[src/rtl/branch_pkg.sv]
// Shared definitions for the EX-stage branch resolver and its bimodal predictor.
package branch_pkg;

    // Conditional-branch funct3 encodings (RV64I B-type)
    localparam logic [2:0] F3_BEQ  = 3'b000;
    localparam logic [2:0] F3_BNE  = 3'b001;
    localparam logic [2:0] F3_BLT  = 3'b100;
    localparam logic [2:0] F3_BGE  = 3'b101;
    localparam logic [2:0] F3_BLTU = 3'b110;
    localparam logic [2:0] F3_BGEU = 3'b111;

    // Two-bit saturating counter; the MSB is the taken prediction
    typedef logic [1:0] ctr_t;

    localparam ctr_t CTR_SNT = 2'b00;  // strong not-taken
    localparam ctr_t CTR_WNT = 2'b01;  // weak not-taken (reset value)
    localparam ctr_t CTR_WT  = 2'b10;  // weak taken
    localparam ctr_t CTR_ST  = 2'b11;  // strong taken

    // Move a counter one step towards the observed outcome, holding at either end
    function automatic ctr_t sat_update(input ctr_t ctr, input logic taken);
        ctr_t nxt;
        nxt = ctr;
        if (taken) begin
            if (ctr != CTR_ST) begin
                nxt = ctr + 2'd1;
            end
        end else begin
            if (ctr != CTR_SNT) begin
                nxt = ctr - 2'd1;
            end
        end
        return nxt;
    endfunction

    // 010 and 011 are not branch encodings
    function automatic logic f3_is_legal(input logic [2:0] f3);
        return (f3 != 3'b010) && (f3 != 3'b011);
    endfunction

endpackage

[src/rtl/bp_bht.sv]
// Direct-mapped table of 2-bit saturating counters: combinational lookup at IF,
// synchronous training at EX. Lookup never bypasses a same-cycle write.
module bp_bht
    import branch_pkg::*;
#(
    parameter int unsigned XLEN        = 64,
    parameter int unsigned BHT_ENTRIES = 64
) (
    input  logic            clk,
    input  logic            reset_n,
    input  logic [XLEN-1:0] lookup_pc_i,
    output logic            pred_taken_o,
    input  logic            train_en_i,
    input  logic [XLEN-1:0] train_pc_i,
    input  logic            train_taken_i
);

    localparam int unsigned IDX_W = $clog2(BHT_ENTRIES);

    if (BHT_ENTRIES < 2 || (BHT_ENTRIES & (BHT_ENTRIES - 1)) != 0) begin : g_bad_entries
        $error("bp_bht: BHT_ENTRIES must be a power of two and at least 2");
    end

    ctr_t             bht_q [BHT_ENTRIES];
    logic [IDX_W-1:0] lookup_idx;
    logic [IDX_W-1:0] train_idx;
    ctr_t             lookup_ctr;
    ctr_t             train_ctr;

    // Instructions are word aligned, so the two LSBs carry no index information
    assign lookup_idx = lookup_pc_i[IDX_W+1:2];
    assign train_idx  = train_pc_i[IDX_W+1:2];

    // PC bits outside the index field do not take part in the lookup
    logic unused_pc_bits;
    assign unused_pc_bits = ^{lookup_pc_i[XLEN-1:IDX_W+2], lookup_pc_i[1:0],
                              train_pc_i[XLEN-1:IDX_W+2], train_pc_i[1:0]};

    // Read both addressed entries from the current (pre-update) table contents
    always_comb begin
        lookup_ctr   = bht_q[lookup_idx];
        train_ctr    = bht_q[train_idx];
        pred_taken_o = lookup_ctr[1];
    end

    // Counter array: reset to weak not-taken, one entry trained per resolved branch
    always_ff @(posedge clk or negedge reset_n) begin
        if (!reset_n) begin
            for (int i = 0; i < int'(BHT_ENTRIES); i++) begin
                bht_q[i] <= CTR_WNT;
            end
        end else if (train_en_i) begin
            bht_q[train_idx] <= sat_update(train_ctr, train_taken_i);
        end
    end

endmodule

[src/rtl/branch_resolve_predict.sv]
// EX-stage branch resolver with a bimodal predictor. Resolves the six RV64
// conditional branches, flags mispredictions and keeps saturating statistics.
module branch_resolve_predict
    import branch_pkg::*;
#(
    parameter int unsigned XLEN        = 64,
    parameter int unsigned BHT_ENTRIES = 64,
    parameter int unsigned CNT_W       = 32
) (
    input  logic             clk,
    input  logic             reset_n,
    input  logic [XLEN-1:0]  if_pc_i,
    output logic             if_pred_taken_o,
    input  logic             ex_valid_i,
    input  logic             ex_is_branch_i,
    input  logic [XLEN-1:0]  ex_pc_i,
    input  logic [2:0]       funct3_i,
    input  logic [XLEN-1:0]  rs1_i,
    input  logic [XLEN-1:0]  rs2_i,
    input  logic             ex_pred_taken_i,
    output logic             taken_o,
    output logic             mispredict_o,
    output logic             illegal_o,
    output logic [CNT_W-1:0] branch_cnt_o,
    output logic [CNT_W-1:0] mispred_cnt_o
);

    logic             is_eq;
    logic             is_lt_s;
    logic             is_lt_u;
    logic             cond;
    logic             legal;
    logic             branch_seen;
    logic             res;
    logic [CNT_W-1:0] branch_cnt_q;
    logic [CNT_W-1:0] mispred_cnt_q;

    assign is_eq   = (rs1_i == rs2_i);
    assign is_lt_s = ($signed(rs1_i) < $signed(rs2_i));
    assign is_lt_u = (rs1_i < rs2_i);

    // Select the raw branch condition for the funct3 encoding
    always_comb begin
        cond = 1'b0;
        case (funct3_i)
            F3_BEQ:  cond = is_eq;
            F3_BNE:  cond = ~is_eq;
            F3_BLT:  cond = is_lt_s;
            F3_BGE:  cond = ~is_lt_s;
            F3_BLTU: cond = is_lt_u;
            F3_BGEU: cond = ~is_lt_u;
            default: cond = 1'b0;
        endcase
    end

    // Qualify the outcome; nothing leaves this block unless a real branch resolves
    always_comb begin
        legal        = f3_is_legal(funct3_i);
        branch_seen  = ex_valid_i & ex_is_branch_i;
        res          = branch_seen & legal;
        taken_o      = res & cond;
        mispredict_o = res & (cond ^ ex_pred_taken_i);
        illegal_o    = branch_seen & ~legal;
    end

    bp_bht #(
        .XLEN        (XLEN),
        .BHT_ENTRIES (BHT_ENTRIES)
    ) u_bht (
        .clk           (clk),
        .reset_n       (reset_n),
        .lookup_pc_i   (if_pc_i),
        .pred_taken_o  (if_pred_taken_o),
        .train_en_i    (res),
        .train_pc_i    (ex_pc_i),
        .train_taken_i (taken_o)
    );

    // Statistics counters, each holding at all-ones instead of wrapping
    always_ff @(posedge clk or negedge reset_n) begin
        if (!reset_n) begin
            branch_cnt_q  <= '0;
            mispred_cnt_q <= '0;
        end else begin
            if (res && (branch_cnt_q != '1)) begin
                branch_cnt_q <= branch_cnt_q + CNT_W'(1);
            end
            if (mispredict_o && (mispred_cnt_q != '1)) begin
                mispred_cnt_q <= mispred_cnt_q + CNT_W'(1);
            end
        end
    end

    assign branch_cnt_o  = branch_cnt_q;
    assign mispred_cnt_o = mispred_cnt_q;

endmodule
[config.mk]
export PLATFORM = sky130hd
export DESIGN_NAME = branch_resolve_predict
export DESIGN_NICKNAME = d
export VERILOG_FILES = /design/src/rtl/branch_pkg.sv /design/src/rtl/bp_bht.sv /design/src/rtl/branch_resolve_predict.sv
export SDC_FILE = /design/constraint.sdc
export NUM_CORES = 1
export LEC_CHECK = 0
export BUFFER_PORTS_ARGS = -buffer_cell sky130_fd_sc_hd__buf_2
export CORE_ASPECT_RATIO = 0.6
export CORE_MARGIN = 2
export CORE_UTILIZATION = 59
export CTS_BUF_LIST = sky130_fd_sc_hd__clkbuf_8
export CTS_CLUSTER_DIAMETER = 120
export DETAILED_ROUTE_END_ITERATION = 10
export PLACE_DENSITY = 0.89
export SYNTH_ARGS = -nofsm -noshare
export SYNTH_HDL_FRONTEND = slang
export SYNTH_SLANG_ARGS = --single-unit
[constraint.sdc]
create_clock -name clk -period 8.3 [get_ports clk]
set_input_delay 0.415 -clock clk [delete_from_list [all_inputs] [get_ports clk]]
set_output_delay 0.415 -clock clk [all_outputs]
set_load 0.01 [all_outputs]
==> results.txt, run 1 <==
Layout Nets = 1783
Least-Margin Pin Slew = 1300 ps
RSZ-0062 raised after global routing = false
Number of global-route vias before repair = 10193
Largest net degree at the start of global routing = 132
Mean Syn Cell Area = 9.151 um^2
Startpoint types = input port
Post-Syn Nets = 1594
Top cell type's share of synthesized area = 27.69%
Max Slew Vio Count = 0
Hold Fails Final Rpt = 0
Non-Filler Instances = 1732
Drt pass-1 iters = 6
Post-Syn Area = 11570 um^2
Main synth FF type = dfrtp_1
Vias = 10558
Max VDD drop = 0.0001056 V
Post-CTS Hold Buffers = 0
Clock Latency Late Sink = 490 ps
#FFs+latches synth = 192
Largest area contributor in the netlist = dfrtp_1
Initial antenna violation count = 0
Post-DP HPWL = 23.39 mm
Register area share after synthesis = 42.23%
Status = completed
DRC = 0
Min cycle time layout = 3791 ps
Buffers on Ports = 215
Number of cells after detailed placement = 1700
Share of layout cells above drive strength 1 = 26.26%
Yosys synthesis warning count = 0
Total gr overflow = 0
Kind of critical path = input port to output pin
Post-cts sizing count = 0
Power Density = 160.2 nW/um^2
Root Buffer = clkbuf_8
Setup TNS = 0 ps
Final WS setup = 4509 ps
CP max FO = 32
GP Congestion = 0.9441
Asr flop ratio synth = 100.0%
Slew headroom = 13.04%
R2R Setup Slk = 5080 ps
Postcts setup bufs = 0
Period utilization = 45.67%
Leakage = 6.149 nW
Number of diodes = 0
EDFF count, synth = 0
Via density = 6.096
Clock buffer depth = 2
Clk pin slew, worst setup/hold paths = 100 ps
Most frequent cells in the layout = buf_2, nand2_1, dfrtp_1
Total CTS buffers = 17
# IOs = 332
Total Routing Usage GR = 31.86%
H-Tree Level Count = 4
Die X = 184.8 um
Worst Setup End Kind = output pin
Starting density of the core = 60.47%
Routed wire length = 32.11 mm
Mapped Cells = 1264
CTS tree = done
Most common cell after layout, fill and taps aside = buf_2
CTS sink cnt = 192
Worst EP arrival = 3380 ps
DR WL/cell = 18.54 um
Setup violators final = 0
Dpl ws = 4156 ps
Power, Total = 2.123 mW
Clock skew = 18.94 ps
First-pass GRT wire length = 51.89 mm
Rows = 39
DR iter-0 viols = 1199
WP data required = 7890 ps
Die ar. = 20780 um^2
F_max = 263.8 MHz
Ranking of synthesized cells by area = dfrtp_1, dfstp_2, ha_1
Hold Path Class = input port to async pin
Max_cap viols = 0
Core area = 19130 um^2
Die Ht = 112.5 um
Synthesis-to-layout area growth = 14.53%
Post-DRT Antenna Nets = 0
Unique masters post-synth = 68
[area by class of cell]
| cell class | instances | area, um^2 |
|---|---|---|
| multi-input combinational | 931 | 6150 |
| fill | 1516 | 5881 |
| sequential | 192 | 4885 |
| timing repair buffer | 233 | 1220 |
| tap | 266 | 332.8 |
| inverter | 78 | 292.8 |
| clock buffer | 20 | 275.3 |
| clock inverter | 12 | 92.59 |
[metal layers]
metal | wire [um] | global-route usage [%]
met1 | 13310 | 44.50
met2 | 14570 | 48.96
met3 | 3565 | 8.890
met4 | 663 | 8.942
met5 | 0 | 0
[final timing paths]
kind	startpoint	end	cells past startpoint
max in group asynchronous	reset_n	mispred_cnt_o[1]$_DFFE_PN0P_	2
hold reg to reg	u_bht.bht_q[82]$_DFFE_PN1P_	u_bht.bht_q[82]$_DFFE_PN1P_	2
setup / recovery	rs1_i[27]	mispredict_o	13
setup reg to reg	mispred_cnt_o[5]$_DFFE_PN0P_	mispred_cnt_o[1]$_DFFE_PN0P_	8
hold / removal	reset_n	u_bht.bht_q[21]$_DFFE_PN0P_	1
min in group clk	u_bht.bht_q[82]$_DFFE_PN1P_	u_bht.bht_q[82]$_DFFE_PN1P_	2
[critical path, cell delays in order]
cell	delay, ps
buf_2	100
ha_1	310
a21oi_1	150
o21ai_1	110
a221o_1	350
a2111o_1	470
a221oi_4	310
a21oi_2	110
nand2b_1	190
a221oi_4	250
buf_4	380
inv_1	70
buf_2	140
[stage by stage]
step | util, % | instance area, um^2 | hold WS (ps)
floorplan | - | 11570 | 119.4
global placement | 67.33 | 12880 | 447.7
detailed placement | 67.33 | 12880 | 453.5
CTS | 69.26 | 13250 | 139.1
global route | 69.26 | 13250 | 182.1
finish | 69.26 | 13250 | 119.0
[power by group]
part | switching, mW | internal [mW] | leakage, nW | total (mW)
Clock | 0.330 | 0.258 | 0.204 | 0.588
Sequential | 0.0847 | 1.02 | 2.36 | 1.11
Combinational | 0.245 | 0.182 | 3.59 | 0.426
Total | 0.659 | 1.46 | 6.15 | 2.12
[flip-flops by register name, summed over array words and instances, names as in the netlist]
signal         flops
mispred_cnt_o     32
branch_cnt_o      32
u_bht.bht_q      128
[Yosys cell counts, types with 5 or more instances]
| library cell | number |
|---|---|
| a21oi_1 | 92 |
| inv_1 | 78 |
| and4_1 | 10 |
| dfrtp_1 | 128 |
| a221oi_1 | 22 |
| and3_1 | 13 |
| a22oi_1 | 16 |
| and2_1 | 5 |
| mux2i_1 | 5 |
| nor2b_1 | 8 |
| nor3_1 | 28 |
| a31oi_1 | 21 |
| or3_1 | 7 |
| mux4_2 | 21 |
| nor2_1 | 125 |
| xnor2_1 | 22 |
| o21ai_0 | 63 |
| a21o_1 | 5 |
| a22o_1 | 11 |
| clkbuf_1 | 35 |
| mux2_2 | 10 |
| buf_1 | 7 |
| nand2_1 | 178 |
| nor4_2 | 9 |
| dfstp_2 | 64 |
| nand4_1 | 29 |
| buf_2 | 20 |
| nand3_1 | 46 |
| ha_1 | 66 |
| xor2_1 | 41 |
| o21ai_1 | 16 |
[logic make-up after synthesis]
| group | synth area share (%) |
|---|---|
| buffers and inverters | 4.857 |
| AOI/OAI and AO/OA | 15.67 |
| DFF | 42.23 |
| and+or+nand+nor | 19.74 |
| xor gates and xnor gates | 4.770 |
| muxes | 5.592 |
| adders and majority gates | 7.139 |
Power figures use the tool's default switching activity.
==> run 2, diff against run 1 <==
CORE_UTILIZATION = 54   (was 59)
PLACE_DENSITY = 0.83   (was 0.89)
clock period = 3.96 ns   (was 8.3 ns; I/O delays follow)
==> run 2 against run 1 <==
Net effect: critical path depth increased by 1; largest cell class unchanged; clock-buffer cell count decreased by 2; sequential power increased by 110%; clock skew rose by 5.9 ps; hold slack improved by 210 ps; via count decreased by 1.4%; power rose by 110%; sequential share of layout area down 0.56 points; first-iteration DRC count fell by 13%; non-clock buffer count increased by 18.
==> results.txt, run 2 (synthesis gave the netlist of run 1 again) <==
Slowest cell on crit path = a221oi_4
Design Area, Final = 13450 um^2
WP data required = 3760 ps
Total Routing Usage GR = 29.69%
Startpoint types = input port
Clock Latency Late Sink = 480 ps
Clock skew = 24.81 ps
Post-DRT Antenna Nets = 0
Max VDD drop = 0.0002300 V
Min cycle time layout = 3575 ps
DR WL/cell = 18.62 um
Max Slew Vio Count = 0
Postcts setup bufs = 0
H-Tree Level Count = 4
Placed inst area = 13080 um^2
Total gr overflow = 0
CP Launch Point = rs2_i[59]
Starting density of the core = 55.00%
Setup violators final = 0
CP max FO = 23
Via density = 5.905
R2R Setup Slk = 1020 ps
Hold Fails Final Rpt = 0
DRC = 0
Die X = 193.0 um
First-pass GRT wire length = 52.48 mm
Dpl ws = 385.4 ps
CTS tree = done
Cell breakdown of the critical path = buf_2, inv_1, ha_1, nand4_1, nor4_2, nand4_1, or3_1, a211o_1, nand3b_1, o21ai_1, a221oi_4, buf_12, inv_1, buf_2
Final WS setup = 385.2 ps
Routed wire length = 32.83 mm
Power, Total = 4.476 mW
Max FFs per register = 128
Number of diodes = 0
R2R Path End = u_bht.bht_q[17]$_DFFE_PN0P_
Kind of critical path = input port to output pin
Number of cells after detailed placement = 1730
Most common cell after layout, fill and taps aside = buf_2
Largest net degree at the start of global routing = 104
Layout Nets = 1801
F_max = 279.7 MHz
Period utilization = 90.27%
Worst EP arrival = 3380 ps
Power Density = 332.7 nW/um^2
Worst Setup End Kind = output pin
Largest Register = u_bht.bht_q
Drt pass-1 iters = 5
Max_cap viols = 0
Least-Margin Pin Slew = 1251 ps
CTS sink cnt = 192
Core area = 21030 um^2
Clock buffer depth = 2
RSZ-0062 raised after global routing = false
Die Ht = 117.4 um
Filler Cells Inserted = 1720
GP Congestion = 0.9375
Hold Path Class = input port to flop
Post-DP HPWL = 24.87 mm
Leakage = 6.249 nW
Initial antenna violation count = 0
DR iter-0 viols = 1042
Total CTS buffers = 17
Synthesis-to-layout area growth = 16.29%
Number of global-route vias before repair = 9952
Most frequent cells in the layout = buf_2, nand2_1, dfrtp_1
Status = completed
# IOs = 332
Setup TNS = 0 ps
RR Startpoint = u_bht.bht_q[99]$_DFFE_PN0P_
Cells on worst reg2reg path = 9
Rows = 41
Buffers on Ports = 215
Slew headroom = 16.32%
Die ar. = 22650 um^2
Non-Filler Instances = 1763
Clk pin slew, worst setup/hold paths = 90 ps
Root Buffer = clkbuf_8
Critical Path End = mispredict_o
Vias = 10410
Max incr delay on CP = 550 ps
Share of layout cells above drive strength 1 = 27.09%
[run 2: cell type report]
| cell class | count | area [um^2] | area share [%] |
|---|---|---|---|
| Clock inverter | 14 | 117.6 | 0.8743 |
| Timing Repair Buffer | 251 | 1408 | 10.46 |
| Sequential cell | 192 | 4885 | 36.31 |
| Clock buffer | 18 | 247.7 | 1.842 |
| Inverter | 78 | 292.8 | 2.177 |
| Tap cell | 279 | 349.1 | 2.595 |
| Multi-Input combinational cell | 931 | 6152 | 45.74 |
[run 2: metal layers]
layer | up-vias | wire length, um | GRT usage [%]
met3 | 55 | 3156 | 7.513
met2 | 481 | 14860 | 44.96
li1 | 4920 | - | -
met4 | 0 | 502 | 7.528
met1 | 4954 | 14300 | 42.63
met5 | - | 0 | 0
[run 2: power breakdown]
group	total (mW)	internal (mW)	switching, mW
Clock	1.24	0.515	0.725
Combinational	0.916	0.400	0.516
Sequential	2.32	2.15	0.174
[run 2: critical path: cells and delay by family]
kind,cells,cell delay [ps]
AND/OR/NAND/NOR,5,1320
buffers and inverters,5,550
adder cells (fa/ha/maj),1,300
AO/OA/AOI/OAI,3,1010
[run 2: worst min-delay path by stage]
stage | startpoint | slack (ps) | end | depth (start not counted)
2_1_floorplan | reset_n | -100 | branch_cnt_o[0]$_DFFE_PN0P_ | 0
3_3_place_gp | reset_n | 350 | u_bht.bht_q[27]$_DFFE_PN0P_ | 1
6_report | ex_pc_i[7] | 330 | u_bht.bht_q[53]$_DFFE_PN0P_ | 4
4_1_cts | ex_pc_i[7] | 290 | u_bht.bht_q[29]$_DFFE_PN0P_ | 4
3_5_place_dp | reset_n | 360 | u_bht.bht_q[27]$_DFFE_PN0P_ | 1
5_1_grt | ex_pc_i[7] | 320 | u_bht.bht_q[53]$_DFFE_PN0P_ | 4
[run 2: what timing repair did]
item | 4_1_cts | 5_1_grt
hold buffers | 1 | 0
hold endpoints to repair | 91 | 0
gates resized for setup | 0 | 0
[run 2: metrics by stage]
| stage | hold slack, ps | utilization [%] |
|---|---|---|
| after floorplan | -97.59 | - |
| after global placement | 352.3 | 62.17 |
| after detailed placement | 359.6 | 62.17 |
| after CTS | 286.3 | 63.96 |
| after global routing | 322.7 | 63.96 |
| final | 331.9 | 63.96 |
==> run 3, diff against run 2 <==
==> constraint.sdc (replaced) <==
create_clock -name clk -period 3.96 [get_ports clk]
set_input_delay 0.792 -clock clk [delete_from_list [all_inputs] [get_ports clk]]
set_output_delay 0.792 -clock clk [all_outputs]
set_load 0.01 [all_outputs]
==> run 3 against run 2 <==
Net effect: the run now ends with negative setup slack left; highest routed layer unchanged; critical path depth did not move; clock-buffer cell count fell by 1; final cell count rose by 2.4%; critical path type unchanged.
==> results.txt, run 3 (synthesis gave the netlist of run 1 again) <==
Startpoint types = input port
Post-DP HPWL = 25.35 mm
Initial antenna violation count = 1
CTS sink cnt = 192
Total CTS buffers = 17
Largest Register = u_bht.bht_q
H-Tree Level Count = 4
Max_cap viols = 0
Max VDD drop = 0.0002670 V
Design Area, Final = 13990 um^2
Status = complete, but fails checks
Final WS setup = -208.3 ps
Footprint of the multi-input gates = 6295 um^2
Clock Latency Late Sink = 490 ps
Total Routing Usage GR = 31.15%
Worst Setup End Kind = output pin
Min cycle time layout = 4168 ps
Hold Fails Final Rpt = 0
Least-Margin Pin Slew = 958.6 ps
Met2 Usage GRT = 46.91%
Layout Nets = 1842
Buffers on Ports = 215
Largest net degree at the start of global routing = 92
WP data required = 3170 ps
CP max FO = 3
First-pass GRT wire length = 55.32 mm
Share of layout cells above drive strength 1 = 30.56%
Clock share of power = 27.4%
Combinational Power Share = 21.8%
Core area = 21030 um^2
Power Density = 328.1 nW/um^2
Violated checks = negative setup slack
Max FFs per register = 128
GR Layer Usage met3 = 7.064%
# IOs = 332
Via density = 6.113
Hold Path Class = input port to async pin
Switch share = 32.35%
Filler Cells Inserted = 1622
Setup violators final = 2
Routed wire length = 34.62 mm
DR iter-0 viols = 1226
Number of global-route vias before repair = 10747
Placed inst area = 13370 um^2
Leakage = 6.474 nW
Worst EP arrival = 3380 ps
Slew headroom = 35.96%
CTS tree = done
Reg area = 4885 um^2
Post-DRT Antenna Nets = 0
Starting density of the core = 55.00%
Root Buffer = clkbuf_8
RSZ-0062 raised after global routing = true
DR WL/cell = 19.18 um
Gr busiest metal = met2
Most frequent cells in the layout = buf_2, nand2_1, dfrtp_1
Pint = 3.105 mW
F_max = 239.9 MHz
Met1 Usage GRT = 44.60%
Vias = 11034
GP Congestion = 0.9396
Clk pin slew, worst setup/hold paths = 100 ps
DRC = 0
Die Ht = 117.4 um
Max Slew Vio Count = 0
Drt pass-1 iters = 8
Total gr overflow = 0
Flop pwr share = 50.7%
Most common cell after layout, fill and taps aside = buf_2
Switch Pwr = 1.485 mW
Kind of critical path = input port to output pin
Die X = 193.0 um
Synthesis-to-layout area growth = 20.95%
Dpl ws = -265.7 ps
Clock buffer depth = 2
Die ar. = 22650 um^2
Power, Total = 4.590 mW
Clock skew = 28.05 ps
Rows = 41
Period utilization = 105.3%
run 3: cell count changes in the layout (fill, tap and decap cells not counted), moves of 3 or more:
cell	before	now
buf_2	214	204
inv_1	80	75
buf_4	31	71
inv_2	0	3
clkinvlp_4	1	4
ha_4	0	7
buf_6	0	11
ha_1	66	59
run 3: path summary, 6_finish.rpt:
| path | from | to | slack, ps | cells past startpoint |
|---|---|---|---|---|
| min in group clk | u_bht.bht_q[0]$_DFFE_PN1P_ | u_bht.bht_q[0]$_DFFE_PN1P_ | 470 | 2 |
| max in group asynchronous | reset_n | u_bht.bht_q[30]$_DFFE_PN1P_ | 2640 | 2 |
| worst max register to register | branch_cnt_o[19]$_DFFE_PN0P_ | branch_cnt_o[14]$_DFFE_PN0P_ | 990 | 10 |
| worst max-delay path | rs2_i[59] | mispredict_o | -210 | 14 |
| worst min-delay path | reset_n | branch_cnt_o[6]$_DFFE_PN0P_ | 340 | 1 |
| worst min register to register | u_bht.bht_q[0]$_DFFE_PN1P_ | u_bht.bht_q[0]$_DFFE_PN1P_ | 470 | 2 |
run 3: cell type report:
class                      count  area share [%]
inverter                      78           2.128
clock inverter                15          0.9748
multi-input combinational    931           44.99
clock buffer                  17           1.672
antenna                        1         0.01789
timing repair buffer         292           12.81
sequential                   192           34.91
tap                          279           2.495
run 3: metrics by stage:
stage	util, %	setup TNS (ps)	std cells	hold WS, ps
3_3_place_gp	63.55	-763.1	1767	446.8
5_1_grt	66.52	-416.4	1805	402.8
6_report	66.52	-221.6	1805	335.2
2_1_floorplan	-	-60.07	1264	441.3
3_5_place_dp	63.55	-2483	1767	455.9
4_1_cts	66.33	-131.9	1802	376.9
run 3: power groups by stage:
stage | registers (mW) | logic [mW] | clock network, mW
2_1_floorplan | 2.34 | 0.509 | 0
3_3_place_gp | 2.34 | 0.910 | 0
3_5_place_dp | 2.35 | 0.949 | 0
4_1_cts | 2.32 | 0.978 | 1.27
5_1_grt | 2.35 | 1.10 | 1.35
6_report | 2.33 | 1.00 | 1.26
run 3: timing repair:
item	in CTS	in global routing
pin swaps	20	14
gates resized for setup	31	5
endpoints found under the setup margin	2	2
hold endpoints to repair	0	0
hold buffers	0	0
buffers inserted	3	4
run 3: metal layers:
metal,share of wire [%],routed length (um)
met2,46,15760
met1,42,14410
met4,2.4,821
met3,10,3632
met5,0,0
run 3: critical path, cell delays in order:
cell and delay (ps):
buf_6 80, inv_4 30, ha_4 260, nand4_1 220
nor4_2 380, nand4_1 200, or3_1 340, a211o_1 330
buf_4 150, nand3_1 80, nor3b_2 60, a221oi_4 220
inv_1 90, buf_6 130
